===== config.mk =====
export PLATFORM = sky130hd
export DESIGN_NAME = cpu_trap_unit_flat
export DESIGN_NICKNAME = d
export VERILOG_FILES = /design/src/rtl/cpu_trap_unit_if.sv /design/src/rtl/cpu_trap_unit.sv /design/src/flat_wrapper.sv
export SDC_FILE = /design/constraint.sdc
export NUM_CORES = 1
export LEC_CHECK = 0
export ABC_AREA = 0
export CORE_MARGIN = 2
export CORE_UTILIZATION = 36
export CTS_BUF_LIST = sky130_fd_sc_hd__clkbuf_16
export DETAILED_ROUTE_END_ITERATION = 10
export GPL_ROUTABILITY_DRIVEN = 0
export MAX_ROUTING_LAYER = met4
export PLACE_DENSITY = 0.89
export SLEW_MARGIN = 5
export SYNTH_ARGS = -nofsm -noshare
export SYNTH_HDL_FRONTEND = slang
export SYNTH_SLANG_ARGS = --single-unit

===== constraint.sdc =====
create_clock -name clk -period 4.19 [get_ports clk]
set_input_delay 0.838 -clock clk [delete_from_list [all_inputs] [get_ports clk]]
set_output_delay 0.838 -clock clk [all_outputs]
set_load 0.05 [all_outputs]

===== src/rtl/cpu_trap_unit_if.sv =====
// rtl/cpu_trap_unit_if.sv - event, CSR and redirect signals between the pipeline and the trap unit
interface cpu_trap_unit_if;
  logic        exc_valid;
  logic [4:0]  exc_cause;
  logic [31:0] exc_pc;
  logic        mret_valid;
  logic        retire_valid;
  logic [31:0] retire_next_pc;
  logic        irq_timer;
  logic        irq_ext;
  logic [31:0] mie;
  logic [31:0] mtvec;
  logic [31:0] mepc;
  logic [11:0] csr_waddr;
  logic [31:0] csr_wdata;
  logic        csr_wenable;
  logic        redirect_valid;
  logic [31:0] redirect_pc;
  logic        flush;
  logic        busy;

  modport slave (
    input  exc_valid, exc_cause, exc_pc, mret_valid, retire_valid, retire_next_pc,
           irq_timer, irq_ext, mie, mtvec, mepc,
    output csr_waddr, csr_wdata, csr_wenable, redirect_valid, redirect_pc, flush, busy
  );

  modport master (
    output exc_valid, exc_cause, exc_pc, mret_valid, retire_valid, retire_next_pc,
           irq_timer, irq_ext, mie, mtvec, mepc,
    input  csr_waddr, csr_wdata, csr_wenable, redirect_valid, redirect_pc, flush, busy
  );
endinterface


===== src/rtl/cpu_trap_unit.sv =====
// rtl/cpu_trap_unit.sv - machine-mode trap entry/return sequencer (mepc, mcause, redirect)
module cpu_trap_unit #(
  parameter int TIMER_CAUSE = 7,
  parameter int EXT_CAUSE   = 11
) (
  input logic             clk,
  input logic             rst,
  cpu_trap_unit_if.slave  t
);

  localparam logic [2:0] IDLE      = 3'd0;
  localparam logic [2:0] WR_MEPC   = 3'd1;
  localparam logic [2:0] WR_MCAUSE = 3'd2;
  localparam logic [2:0] REDIRECT  = 3'd3;
  localparam logic [2:0] MRET      = 3'd4;

  localparam logic [4:0] TIMER_CODE = 5'(TIMER_CAUSE);
  localparam logic [4:0] EXT_CODE   = 5'(EXT_CAUSE);

  logic [2:0]  state;
  logic        in_handler;
  logic [31:0] trap_pc;
  logic [31:0] trap_cause;

  logic        ext_pend;
  logic        timer_pend;
  logic        idle_live;
  logic        take_exc;
  logic        take_mret;
  logic        take_irq;
  logic        accept;
  logic [4:0]  irq_code;
  logic [31:0] vec_base;

  always_comb begin
    ext_pend   = t.irq_ext & t.mie[EXT_CAUSE];
    timer_pend = t.irq_timer & t.mie[TIMER_CAUSE];
    idle_live  = (state == IDLE) & ~rst;
    take_exc   = idle_live & t.exc_valid;
    take_mret  = idle_live & ~t.exc_valid & t.mret_valid;
    take_irq   = idle_live & ~t.exc_valid & ~t.mret_valid &
                 (ext_pend | timer_pend) & t.retire_valid & ~in_handler;
    accept     = take_exc | take_mret | take_irq;
    irq_code   = ext_pend ? EXT_CODE : TIMER_CODE;
    vec_base   = {t.mtvec[31:2], 2'b00};
  end

  always_ff @(posedge clk) begin
    if (rst) begin
      state      <= IDLE;
      in_handler <= 1'b0;
      trap_pc    <= 32'd0;
      trap_cause <= 32'd0;
    end else begin
      case (state)
        IDLE: begin
          if (take_exc) begin
            trap_pc    <= t.exc_pc;
            trap_cause <= {1'b0, 26'd0, t.exc_cause};
            state      <= WR_MEPC;
          end else if (take_mret) begin
            state      <= MRET;
          end else if (take_irq) begin
            trap_pc    <= t.retire_next_pc;
            trap_cause <= {1'b1, 26'd0, irq_code};
            state      <= WR_MEPC;
          end
        end
        WR_MEPC:   state <= WR_MCAUSE;
        WR_MCAUSE: state <= REDIRECT;
        REDIRECT: begin
          in_handler <= 1'b1;
          state      <= IDLE;
        end
        MRET: begin
          in_handler <= 1'b0;
          state      <= IDLE;
        end
        default:   state <= IDLE;
      endcase
    end
  end

  // Outputs are forced quiet during reset so an aborted sequence never leaks a write or redirect.
  always_comb begin
    t.csr_wenable    = 1'b0;
    t.csr_waddr      = 12'd0;
    t.csr_wdata      = 32'd0;
    t.redirect_valid = 1'b0;
    t.redirect_pc    = 32'd0;
    t.flush          = 1'b0;
    t.busy           = 1'b0;
    if (!rst) begin
      t.flush = accept;
      t.busy  = (state != IDLE) | accept;
      case (state)
        WR_MEPC: begin
          t.csr_wenable = 1'b1;
          t.csr_waddr   = 12'h341;
          t.csr_wdata   = trap_pc;
        end
        WR_MCAUSE: begin
          t.csr_wenable = 1'b1;
          t.csr_waddr   = 12'h342;
          t.csr_wdata   = trap_cause;
        end
        REDIRECT: begin
          t.redirect_valid = 1'b1;
          t.redirect_pc    = vec_base +
            ((t.mtvec[1:0] == 2'b01 && trap_cause[31]) ? {25'd0, trap_cause[4:0], 2'b00} : 32'd0);
        end
        MRET: begin
          t.redirect_valid = 1'b1;
          t.redirect_pc    = t.mepc;
        end
        default: ;
      endcase
    end
  end

endmodule


===== src/flat_wrapper.sv =====
// flat-port wrapper written by rule: the top's interface ports become plain ports
module cpu_trap_unit_flat 
#(
  parameter int TIMER_CAUSE = 7,
  parameter int EXT_CAUSE   = 11
)
  (clk, rst, t_exc_valid, t_exc_cause, t_exc_pc, t_mret_valid, t_retire_valid, t_retire_next_pc, t_irq_timer, t_irq_ext, t_mie, t_mtvec, t_mepc, t_csr_waddr, t_csr_wdata, t_csr_wenable, t_redirect_valid, t_redirect_pc, t_flush, t_busy);
  cpu_trap_unit_if t_i ();
  input logic clk;
  input logic rst;
  input wire logic [$bits(t_i.exc_valid)-1:0] t_exc_valid;
  input wire logic [$bits(t_i.exc_cause)-1:0] t_exc_cause;
  input wire logic [$bits(t_i.exc_pc)-1:0] t_exc_pc;
  input wire logic [$bits(t_i.mret_valid)-1:0] t_mret_valid;
  input wire logic [$bits(t_i.retire_valid)-1:0] t_retire_valid;
  input wire logic [$bits(t_i.retire_next_pc)-1:0] t_retire_next_pc;
  input wire logic [$bits(t_i.irq_timer)-1:0] t_irq_timer;
  input wire logic [$bits(t_i.irq_ext)-1:0] t_irq_ext;
  input wire logic [$bits(t_i.mie)-1:0] t_mie;
  input wire logic [$bits(t_i.mtvec)-1:0] t_mtvec;
  input wire logic [$bits(t_i.mepc)-1:0] t_mepc;
  output wire logic [$bits(t_i.csr_waddr)-1:0] t_csr_waddr;
  output wire logic [$bits(t_i.csr_wdata)-1:0] t_csr_wdata;
  output wire logic [$bits(t_i.csr_wenable)-1:0] t_csr_wenable;
  output wire logic [$bits(t_i.redirect_valid)-1:0] t_redirect_valid;
  output wire logic [$bits(t_i.redirect_pc)-1:0] t_redirect_pc;
  output wire logic [$bits(t_i.flush)-1:0] t_flush;
  output wire logic [$bits(t_i.busy)-1:0] t_busy;
  assign t_i.exc_valid = t_exc_valid;
  assign t_i.exc_cause = t_exc_cause;
  assign t_i.exc_pc = t_exc_pc;
  assign t_i.mret_valid = t_mret_valid;
  assign t_i.retire_valid = t_retire_valid;
  assign t_i.retire_next_pc = t_retire_next_pc;
  assign t_i.irq_timer = t_irq_timer;
  assign t_i.irq_ext = t_irq_ext;
  assign t_i.mie = t_mie;
  assign t_i.mtvec = t_mtvec;
  assign t_i.mepc = t_mepc;
  assign t_csr_waddr = t_i.csr_waddr;
  assign t_csr_wdata = t_i.csr_wdata;
  assign t_csr_wenable = t_i.csr_wenable;
  assign t_redirect_valid = t_i.redirect_valid;
  assign t_redirect_pc = t_i.redirect_pc;
  assign t_flush = t_i.flush;
  assign t_busy = t_i.busy;
  cpu_trap_unit #(.TIMER_CAUSE(TIMER_CAUSE), .EXT_CAUSE(EXT_CAUSE)) u_core (.clk(clk), .rst(rst), .t(t_i));
endmodule

==> results of run 1 <==
-- worst register-to-register path: cells and delay by family, from the launching register on --
family / cells / cell delay [ps]
DFF: 1 / 440
AOI/OAI and AO/OA: 1 / 310
and+or+nand+nor: 3 / 1600
-- repair_timing --
item / in CTS / in global routing
hold buffers: 0 / 0
cloned: 1 / 0
gates resized for setup: 12 / 4
buffers inserted: 3 / 0
setup endpoints to repair: 18 / 5
pin swaps: 6 / 4
-- cell type report --
cell class | instances | share of cell area [%]
Timing Repair Buffer | 240 | 41.3
Multi-Input combinational cell | 368 | 40.2
Sequential cell | 42 | 13.3
Tap cell | 133 | 2.63
Clock buffer | 5 | 1.98
Inverter | 6 | 0.356
Clock inverter | 2 | 0.178
Antenna cell | 1 | 0.0396
-- registers in the layout (all words and copies together) (netlist names) --
register	flops
u_core.trap_cause	6
u_core.trap_pc	32
u_core.in_handler	1
u_core.state	3
-- report_power, final --
| group | internal [mW] | switching [mW] |
|---|---|---|
| sequential | 0.440 | 0.0295 |
| combinational | 0.250 | 0.273 |
| clock | 0.215 | 0.155 |
| total | 0.904 | 0.457 |
-- worst max-delay path by stage --
stage,startpoint,end
after floorplan,t_mtvec[1],t_redirect_pc[14]
after global placement,t_mtvec[0],t_redirect_pc[20]
after detailed placement,t_mtvec[1],t_redirect_pc[30]
after CTS,t_mtvec[0],t_redirect_pc[20]
after global routing,t_mtvec[0],t_redirect_pc[28]
final,t_mtvec[2],t_redirect_pc[28]
-- cells in the mapped netlist (2+ instances only) --
cell type and number:
nand2_1 100, nor2_1 44, dfxtp_1 42, and2_1 33
a311oi_2 29, o21ai_0 28, buf_4 16, clkbuf_1 15
xnor2_1 15, xor2_1 12, a22o_1 10, nand3_1 9
buf_6 8, o211ai_1 7, a21oi_1 6, inv_1 6
a211oi_1 5, and3_1 5, buf_2 5, ha_1 5
nor3_1 5, a311oi_1 4, o2111ai_1 4, and4_1 3
nor4b_2 3, a22oi_1 2, nand2b_1 2, nand4_1 2
o21a_1 2, or2_2 2
-- cells by family (layout without fill, tap and decap cells) --
logic type	count (synthesis)	in the layout	synth area share (%)
compound gates	107	107	27.8
xor+xnor	27	27	6.57
fa+ha+maj	6	6	2.29
buf+inv	51	253	8.83
flops	42	42	23.4
other cells	1	8	0.104
simple gates	221	221	31.0
-- layer usage --
layer,global-route usage [%],share of wire (%),vias to the layer above
li1,-,-,2004
met1,27.8,38,1989
met2,47.3,50,233
met3,6.95,8.3,41
met4,10.8,3.4,0
met5,-,0,-
==> reports/metrics.cfg, run 1 <==
[layout]
nNetsFinal = 841
fin_cells = 797
seq_area_um2 = 841
drive_gt1_share_pct = 22.9
layout_commonest_cell = clkdlybuf4s50_1
final_cell_mix = clkdlybuf4s50_1 (153), nand2_1 (100), buf_4 (51)
fillers = 783
multi_input_area_um2 = 2540
fin_area_um2 = 6320
area_growth_pct = 75.6
fin_util_pct = 65.0

[flow_run]
max_cap_viol_count = 0

[logic_synthesis]
ys_async_sr_fraction_pct = 0
yosys.area.top_type = dfxtp_1
synth_area_leaders = dfxtp_1 (23%), a311oi_2 (12%), nand2_1 (10%)
mappedNetlistArea_um2 = 3600
ys_ff_latch = 42
syn_area_per_cell_um2 = 7.91
synth_ff_type = dfxtp_1
yosys.area.top_type_share_pct = 23.4
synth.distinct_cells = 56
synth-edff-count = 0
synth_cells = 455
ys_seq_area_share_pct = 23.4
yosys_warnings = 0

[floorplanning]
std_cell_rows = 36
dieHeight_um = 104
io_pins = 252
die_area_um2 = 10800
chipWidth_um = 104
coreArea_um2 = 9730
start_util_pct = 37.0

[place]
hpwlAfterDp_mm = 10.9
dpl-instance-area_um2 = 6080
portBuffers = 214
dp.cells = 785
dpl_worst_slack_ps = -266

[pwr]
powerDensity_nw_per_um2 = 215
totalPowerFinal_mw = 1.36
ir_drop_v = 0.000256
leakagePower_nw = 2.39

[hold_path]
hold_class = flop to flop
holdPathStages = 2
worstHoldStart = u_core.trap_cause[2]$_SDFFE_PP0P_
whs_endpoint = u_core.trap_cause[2]$_SDFFE_PP0P_

[global_route]
antenna_found_initial = 1
grt_pass1_wl_mm = 22.6
grt_pass1_vias = 4539
grt_util_all_layers_pct = 26.5
gr-total-overflow = 0
grt_start_max_net_pins = 62

[sta]
timing.slew.headroom_pct = 19.8
report.final.slew_viol_count = 0
setup_viol = 0
fin_crit_ps = 4110
worstMarginPinSlew_ps = 1200
fin_worst_skew_ps = 3.58
setup_tns_ps = 0
holdWs_ps = 493
layout_setup_ws_ps = 83.1
max_clock_freq_ghz = 0.243
hold_viol_final = 0
min_period_over_period_pct = 98.0
rsz0062_at_grt = true

[critical_path]
worstSetupPathType = input pin to primary output
r2r_start = u_core.state[1]$_SDFFE_PP0P_
worstReg2RegEnd = u_core.trap_pc[11]$_SDFFE_PP0P_
start_kind = input pin
cp.required_ps = 3350
rr_worst_depth = 4
critPathMaxStageDelay_ps = 470
endpoint_kind = primary output
worst-path-stages = 11
cp.arrival_ps = 3270
rrSetupSlack_ps = 1750
crit_chain = clkdlybuf4s50_1 -> ha_2 -> inv_2 -> fa_2 -> and2b_2 -> o211ai_4 -> buf_4 -> a2111oi_4 -> xnor2_1 -> o21ai_2 -> buf_12
cp_max_fo = 3
cp_num_buf_inv = 4
crit_slowest_cell = clkdlybuf4s50_1
crit_family = buffers and inverters

[route]
wire_per_inst_um = 17.7
ant_nets = 0
vias = 4267
drt-pass1-iter-count = 4
drt_wl_total_mm = 14.1
drtIter0Drc = 230
vias_per_cell = 5.35
drc = 0

[clock_network]
clock-root-buffer = clkbuf_16
clk_latency_ps = 280
clk_pin_slew_worst_paths_ps = 60
cts_max_level = 2
cts_buffers = 5
cts_tree = yes
clock_sinks = 42
cts_buffer_depth = 2

[outcome]
status = finished clean

Note: power is estimated with default switching activity, not from simulation.
==> inputs of run 2 (changes only) <==
Settings changed: CAP_MARGIN set to 15, CELL_PAD_IN_SITES_DETAIL_PLACEMENT set to 2, CELL_PAD_IN_SITES_GLOBAL_PLACEMENT set to 2, CORE_UTILIZATION 36 to 18.
==> reports/metrics.cfg, run 2 (synthesis gave the netlist of run 1 again) <==
[outcome]
status = finished clean  ; unchanged

[layout]
largest_reg_flops = 32  ; unchanged
fin_cells = 930  ; was 797
fin_util_pct = 33.2  ; was 65.0%
final_cell_mix = clkdlybuf4s50_1 (139), nand2_1 (100), buf_4 (61)  ; was clkdlybuf4s50_1 (153), nand2_1 (100), buf_4 (51)
layout_commonest_cell = clkdlybuf4s50_1  ; unchanged
largestRegisters = u_core.trap_pc: 32 flops, u_core.trap_cause: 6 flops, u_core.state: 3 flops  ; unchanged
area_growth_pct = 80.2  ; was 75.6%
top_register = u_core.trap_pc  ; unchanged
nNetsFinal = 842  ; was 841
drive_gt1_share_pct = 25.2  ; was 22.9%
fillers = 2220  ; was 783
fin_area_um2 = 6480  ; was 6320 µm²

[global_route]
antenna_found_initial = 1  ; unchanged
grt_util_all_layers_pct = 16.2  ; was 26.5%
grt_start_max_net_pins = 43  ; was 62
grt_pass1_wl_mm = 26.3  ; was 22.6 mm
gr-total-overflow = 0  ; unchanged
grt_pass1_vias = 4812  ; was 4,539

[critical_path]
start_kind = input pin  ; unchanged
cp_num_buf_inv = 4  ; unchanged
cp_max_fo = 9  ; was 3
crit_chain = buf_6 -> and3b_1 -> and2_1 -> ha_2 -> inv_2 -> fa_2 -> and2b_2 -> o211ai_4 -> buf_4 -> a211oi_2 -> xnor2_1 -> o21ai_2 -> buf_12  ; was clkdlybuf4s50_1 -> ha_2 -> inv_2 -> fa_2 -> and2b_2 -> o211ai_4 -> buf_4 -> a2111oi_4 -> xnor2_1 -> o21ai_2 -> buf_12
endpoint_kind = primary output  ; unchanged
cp.arrival_ps = 3230  ; was 3270 ps
worst-path-stages = 13  ; was 11
crit_slowest_cell = fa_2  ; was clkdlybuf4s50_1
rrSetupSlack_ps = 1830  ; was 1750 ps
cp.required_ps = 3350  ; about the same
crit_family = compound AO/OA/AOI/OAI gates  ; was buffers and inverters
critPathMaxStageDelay_ps = 330  ; was 470 ps
rr_worst_depth = 5  ; was 4
worstSetupPathType = input pin to primary output  ; unchanged

[place]
hpwlAfterDp_mm = 14.0  ; was 10.9 mm
dpl-instance-area_um2 = 6320  ; was 6080 µm²
dp.cells = 920  ; was 785
portBuffers = 214  ; unchanged

[clock_network]
clock_sinks = 42  ; unchanged
cts_buffer_depth = 2  ; unchanged
cts_max_level = 2  ; unchanged
cts_buffers = 5  ; unchanged
clk_latency_ps = 290  ; was 280 ps
clock-root-buffer = clkbuf_16  ; unchanged
clk_pin_slew_worst_paths_ps = 60  ; about the same
cts_tree = yes  ; unchanged

[route]
drt-pass1-iter-count = 4  ; unchanged
drc = 0  ; unchanged
vias_per_cell = 4.54  ; was 5.35
ant_nets = 0  ; unchanged
wire_per_inst_um = 18.3  ; was 17.7 µm
drtIter0Drc = 83  ; was 230
drt_wl_total_mm = 17.0  ; was 14.1 mm
vias = 4222  ; was 4,267

[sta]
max_clock_freq_ghz = 0.246  ; was 0.243 GHz
report.final.slew_viol_count = 0  ; unchanged
fin_worst_skew_ps = 3.29  ; was 3.58 ps
worstMarginPinSlew_ps = 866  ; was 1200 ps
rsz0062_at_grt = false  ; was true
fin_crit_ps = 4070  ; was 4110 ps
timing.slew.headroom_pct = 42.2  ; was 19.8%
hold_viol_final = 0  ; unchanged
setup_viol = 0  ; unchanged
min_period_over_period_pct = 97.0  ; was 98.0%

[floorplanning]
chipWidth_um = 145  ; was 104 µm
io_pins = 252  ; unchanged
std_cell_rows = 51  ; was 36
dieHeight_um = 145  ; was 104 µm
start_util_pct = 18.4  ; was 37.0%
die_area_um2 = 21100  ; was 10,800 µm²
coreArea_um2 = 19500  ; was 9730 µm²

[hold_path]
hold_class = flop to flop  ; unchanged
holdPathStages = 2  ; unchanged

[pwr]
leakagePower_nw = 2.43  ; was 2.39 nW
powerDensity_nw_per_um2 = 213  ; was 215 nW/µm²
ir_drop_v = 0.000168  ; was 0.000256 V

[flow_run]
max_cap_viol_count = 0  ; unchanged

[run 2: cell count changes in the layout (fill, tap and decap cells not counted), sizes merged]
| cell | before | now |
|---|---|---|
| inv | 7 | 6 |
| clkdlybuf4s50 | 153 | 139 |
| clkdlybuf4s15 | 1 | 0 |
| clkinvlp | 1 | 0 |
| buf | 85 | 101 |
| bufbuf | 1 | 0 |
| clkinv | 0 | 2 |
| dlygate4sd2 | 0 | 1 |
[run 2: per-layer routing]
| layer | global-route usage [%] | wire length [µm] | up-vias |
|---|---|---|---|
| met3 | 4.86 | 1370 | 21 |
| met1 | 17.4 | 6740 | 2008 |
| met4 | 3.63 | 299 | 0 |
| met5 | - | 0 | - |
| met2 | 29.4 | 8610 | 191 |
| li1 | - | - | 2002 |
[run 2: final cells by class]
cell class              count  area (µm²)  area share (%)
clock inverters             2        10.0           0.154
clock buffers               5         125            1.93
flip-flops and latches     42         841            13.0
well taps                 265         332            5.11
repair buffers            241        2620            40.4
diodes                      1        2.50          0.0386
multi-input cells         368        2530            39.1
inverters                   6        22.5           0.347
[run 2: worst reg2reg max path: stages (launching register included)]
cell and delay, ps:
dfxtp_1 460, nor4_4 450, nand2_1 600, nand3_1 410
o211ai_1 170, a21oi_1 200
[run 2: report_power, final]
| part | leakage, nW | switching (mW) | internal, mW | total [mW] |
|---|---|---|---|---|
| sequential | 0.345 | 0.0304 | 0.440 | 0.470 |
| combinational | 2.01 | 0.283 | 0.254 | 0.537 |
| clock | 0.0694 | 0.162 | 0.215 | 0.378 |
[run 2: what timing repair did]
item                                    4_1_cts  5_1_grt
resized for setup                            15        3
pin swaps                                     7        9
hold buffers                                  0        0
gates cloned                                  0        0
setup buffers                                 2        1
endpoints found under the setup margin       25        8
[run 2: through the flow]
stage               TNS (ps)  power (mW)  hold slack (ps)  setup WS, ps
floorplan              -12.5       0.770              441         -12.5
global placement       -2770        1.00              482          -299
detailed placement     -4460        1.02              496          -326
CTS                        0        1.41              505          7.43
global route               0        1.46              526          7.20
finish                     0        1.38              500           125
[run 2: worst paths after layout]
path,to,start
max,t_redirect_pc[26],t_mtvec[1]
min,u_core.trap_pc[17]$_SDFFE_PP0P_,u_core.trap_pc[17]$_SDFFE_PP0P_
max reg2reg,u_core.trap_cause[2]$_SDFFE_PP0P_,u_core.state[1]$_SDFFE_PP0P_
min reg2reg,u_core.trap_pc[17]$_SDFFE_PP0P_,u_core.trap_pc[17]$_SDFFE_PP0P_
==> inputs of run 3 (changes only) <==
==> constraint.sdc (replaced) <==
create_clock -name clk -period 4.19 [get_ports clk]
set_input_delay 0.838 -clock clk [delete_from_list [all_inputs] [get_ports clk]]
set_output_delay 0.838 -clock clk [all_outputs]
set_load 0.01 [all_outputs]
==> reports/metrics.cfg, run 3 (synthesis gave the netlist of run 1 again) <==
[floorplanning]
start_util_pct = 18.4  ; unchanged
coreArea_um2 = 19500  ; unchanged
io_pins = 252  ; unchanged
chipWidth_um = 145  ; unchanged
std_cell_rows = 51  ; unchanged
die_area_um2 = 21100  ; unchanged
dieHeight_um = 145  ; unchanged

[layout]
top_register = u_core.trap_pc  ; unchanged
fin_cells = 932  ; was 930
final_cell_mix = clkdlybuf4s50_1 (185), nand2_1 (99), nor2_1 (43)  ; was clkdlybuf4s50_1 (139), nand2_1 (100), buf_4 (61)
fillers = 2237  ; was 2,220
area_growth_pct = 74.8  ; was 80.2%
layout_commonest_cell = clkdlybuf4s50_1  ; unchanged
largest_reg_flops = 32  ; unchanged
fin_area_um2 = 6290  ; was 6480 µm²
fin_util_pct = 32.2  ; was 33.2%
antenna_cells = 0  ; was 1
largestRegisters = u_core.trap_pc: 32 flops, u_core.trap_cause: 6 flops, u_core.state: 3 flops  ; unchanged
nNetsFinal = 844  ; was 842
multi_input_area_um2 = 2610  ; was 2530 µm²
drive_gt1_share_pct = 17.2  ; was 25.2%
seq_area_um2 = 841  ; unchanged

[clock_network]
clk_pin_slew_worst_paths_ps = 60  ; about the same
cts_buffers = 5  ; unchanged
cts_buffer_depth = 2  ; unchanged
clk_latency_ps = 290  ; about the same
clock_sinks = 42  ; unchanged
clock-root-buffer = clkbuf_16  ; unchanged
cts_max_level = 2  ; unchanged
cts_tree = yes  ; unchanged

[global_route]
grt.met2_usage_pct = 26.4  ; was 29.4%
busiest_layer = met2  ; unchanged
grt_pass1_vias = 4690  ; was 4,812
grt_start_max_net_pins = 40  ; was 43
antenna_found_initial = 0  ; was 1
met1_usage_pct = 17.9  ; was 17.4%
grt_pass1_wl_mm = 25.4  ; was 26.3 mm
grt_util_all_layers_pct = 15.4  ; was 16.2%
met3_usage_pct = 4.23  ; was 4.86%
gr-total-overflow = 0  ; unchanged

[sta]
rsz0062_at_grt = true  ; was false
holdWs_ps = 500  ; about the same
fin_crit_ps = 4100  ; was 4070 ps
hold_viol_final = 0  ; unchanged
worstMarginPinSlew_ps = 819  ; was 866 ps
min_period_over_period_pct = 97.8  ; was 97.0%
setup_viol = 0  ; unchanged
fin_worst_skew_ps = 4.98  ; was 3.29 ps
max_clock_freq_ghz = 0.244  ; was 0.246 GHz
timing.slew.headroom_pct = 45.3  ; was 42.2%
report.final.slew_viol_count = 0  ; unchanged

[route]
drt-pass1-iter-count = 4  ; unchanged
drt_wl_total_mm = 16.1  ; was 17.0 mm
wire_per_inst_um = 17.3  ; was 18.3 µm
ant_nets = 0  ; unchanged
drtIter0Drc = 74  ; was 83
vias_per_cell = 4.53  ; was 4.54
vias = 4218  ; was 4,222
drc = 0  ; unchanged

[pwr]
ir_drop_v = 0.000156  ; was 0.000168 V
totalPowerFinal_mw = 1.30  ; was 1.38 mW
leakagePower_nw = 2.31  ; was 2.43 nW
powerDensity_nw_per_um2 = 207  ; was 213 nW/µm²

[outcome]
status = finished clean  ; unchanged

[critical_path]
cp.required_ps = 3350  ; about the same
rr_worst_depth = 5  ; unchanged
worstSetupPathType = input pin to primary output  ; unchanged
cp.arrival_ps = 3260  ; was 3230 ps
start_kind = input pin  ; unchanged
cp_max_fo = 8  ; was 9
endpoint_kind = primary output  ; unchanged

[place]
hpwlAfterDp_mm = 12.8  ; was 14.0 mm
dp.cells = 920  ; unchanged
portBuffers = 214  ; unchanged
dpl-instance-area_um2 = 6060  ; was 6320 µm²

[flow_run]
max_cap_viol_count = 0  ; unchanged

[hold_path]
holdPathStages = 2  ; unchanged
hold_class = flop to flop  ; unchanged

[run 3: cell count changes in the layout (fill, tap and decap cells not counted), moves of 3 or more]
cell             change
clkdlybuf4s50_1     +46
buf_4               -38
buf_12              -33
dlygate4sd2_1       +13
o21ai_0             +10
clkbuf_2             +8
o21ai_1              -5
o21ai_2              -5
a211oi_1             -3
a211oi_4             +3
[run 3: through the flow]
step	setup WS, ps	setup TNS, ps
3_5_place_dp	-717	-13130
4_1_cts	4.44	0
2_1_floorplan	428	0
6_report	94.2	0
3_3_place_gp	-570	-9600
5_1_grt	-11.0	-20.7
[run 3: metal layers]
metal | share of wire [%] | vias up
li1 | - | 2005
met1 | 43 | 2028
met2 | 49 | 177
met3 | 7.6 | 8
met4 | 0.94 | 0
met5 | 0 | -
[run 3: layout make-up]
type	instances	area share, %
Multi-Input combinational cell	368	41.5
Timing Repair Buffer	243	37.3
Sequential cell	42	13.4
Tap cell	265	5.27
Clock buffer	5	1.99
Inverter	6	0.358
Clock inverter	3	0.259
[run 3: power by group]
| part | internal (mW) | switching [mW] | leakage (nW) |
|---|---|---|---|
| Combinational | 0.239 | 0.205 | 1.90 |
| Clock | 0.218 | 0.168 | 0.0672 |
| Sequential | 0.439 | 0.0317 | 0.345 |
| Total | 0.897 | 0.406 | 2.31 |
[run 3: worst paths after layout]
path	startpoint	endpoint	slack, ps
setup reg to reg	u_core.state[1]$_SDFFE_PP0P_	u_core.trap_cause[2]$_SDFFE_PP0P_	1940
hold reg to reg	u_core.trap_cause[2]$_SDFFE_PP0P_	u_core.trap_cause[2]$_SDFFE_PP0P_	500
hold / removal	u_core.trap_cause[2]$_SDFFE_PP0P_	u_core.trap_cause[2]$_SDFFE_PP0P_	500
setup / recovery	t_mtvec[1]	t_redirect_pc[16]	90
[run 3: repair_timing]
item | CTS | global route
resized for setup | 58 | 35
hold buffers | 0 | 0
pin swaps | 9 | 9
setup buffers | 3 | 1
endpoints found under the setup margin | 28 | 15
[run 3: worst max-delay path, stage by stage]
cell and delay, ps:
dlygate4sd2_1 230, and3b_2 250, and2_4 150, ha_4 130, inv_2 40, fa_2 350, and2b_2 260, o211ai_4 120
buf_12 180, buf_6 110, a211oi_4 230, xnor2_1 150, o21ai_1 90, buf_2 140
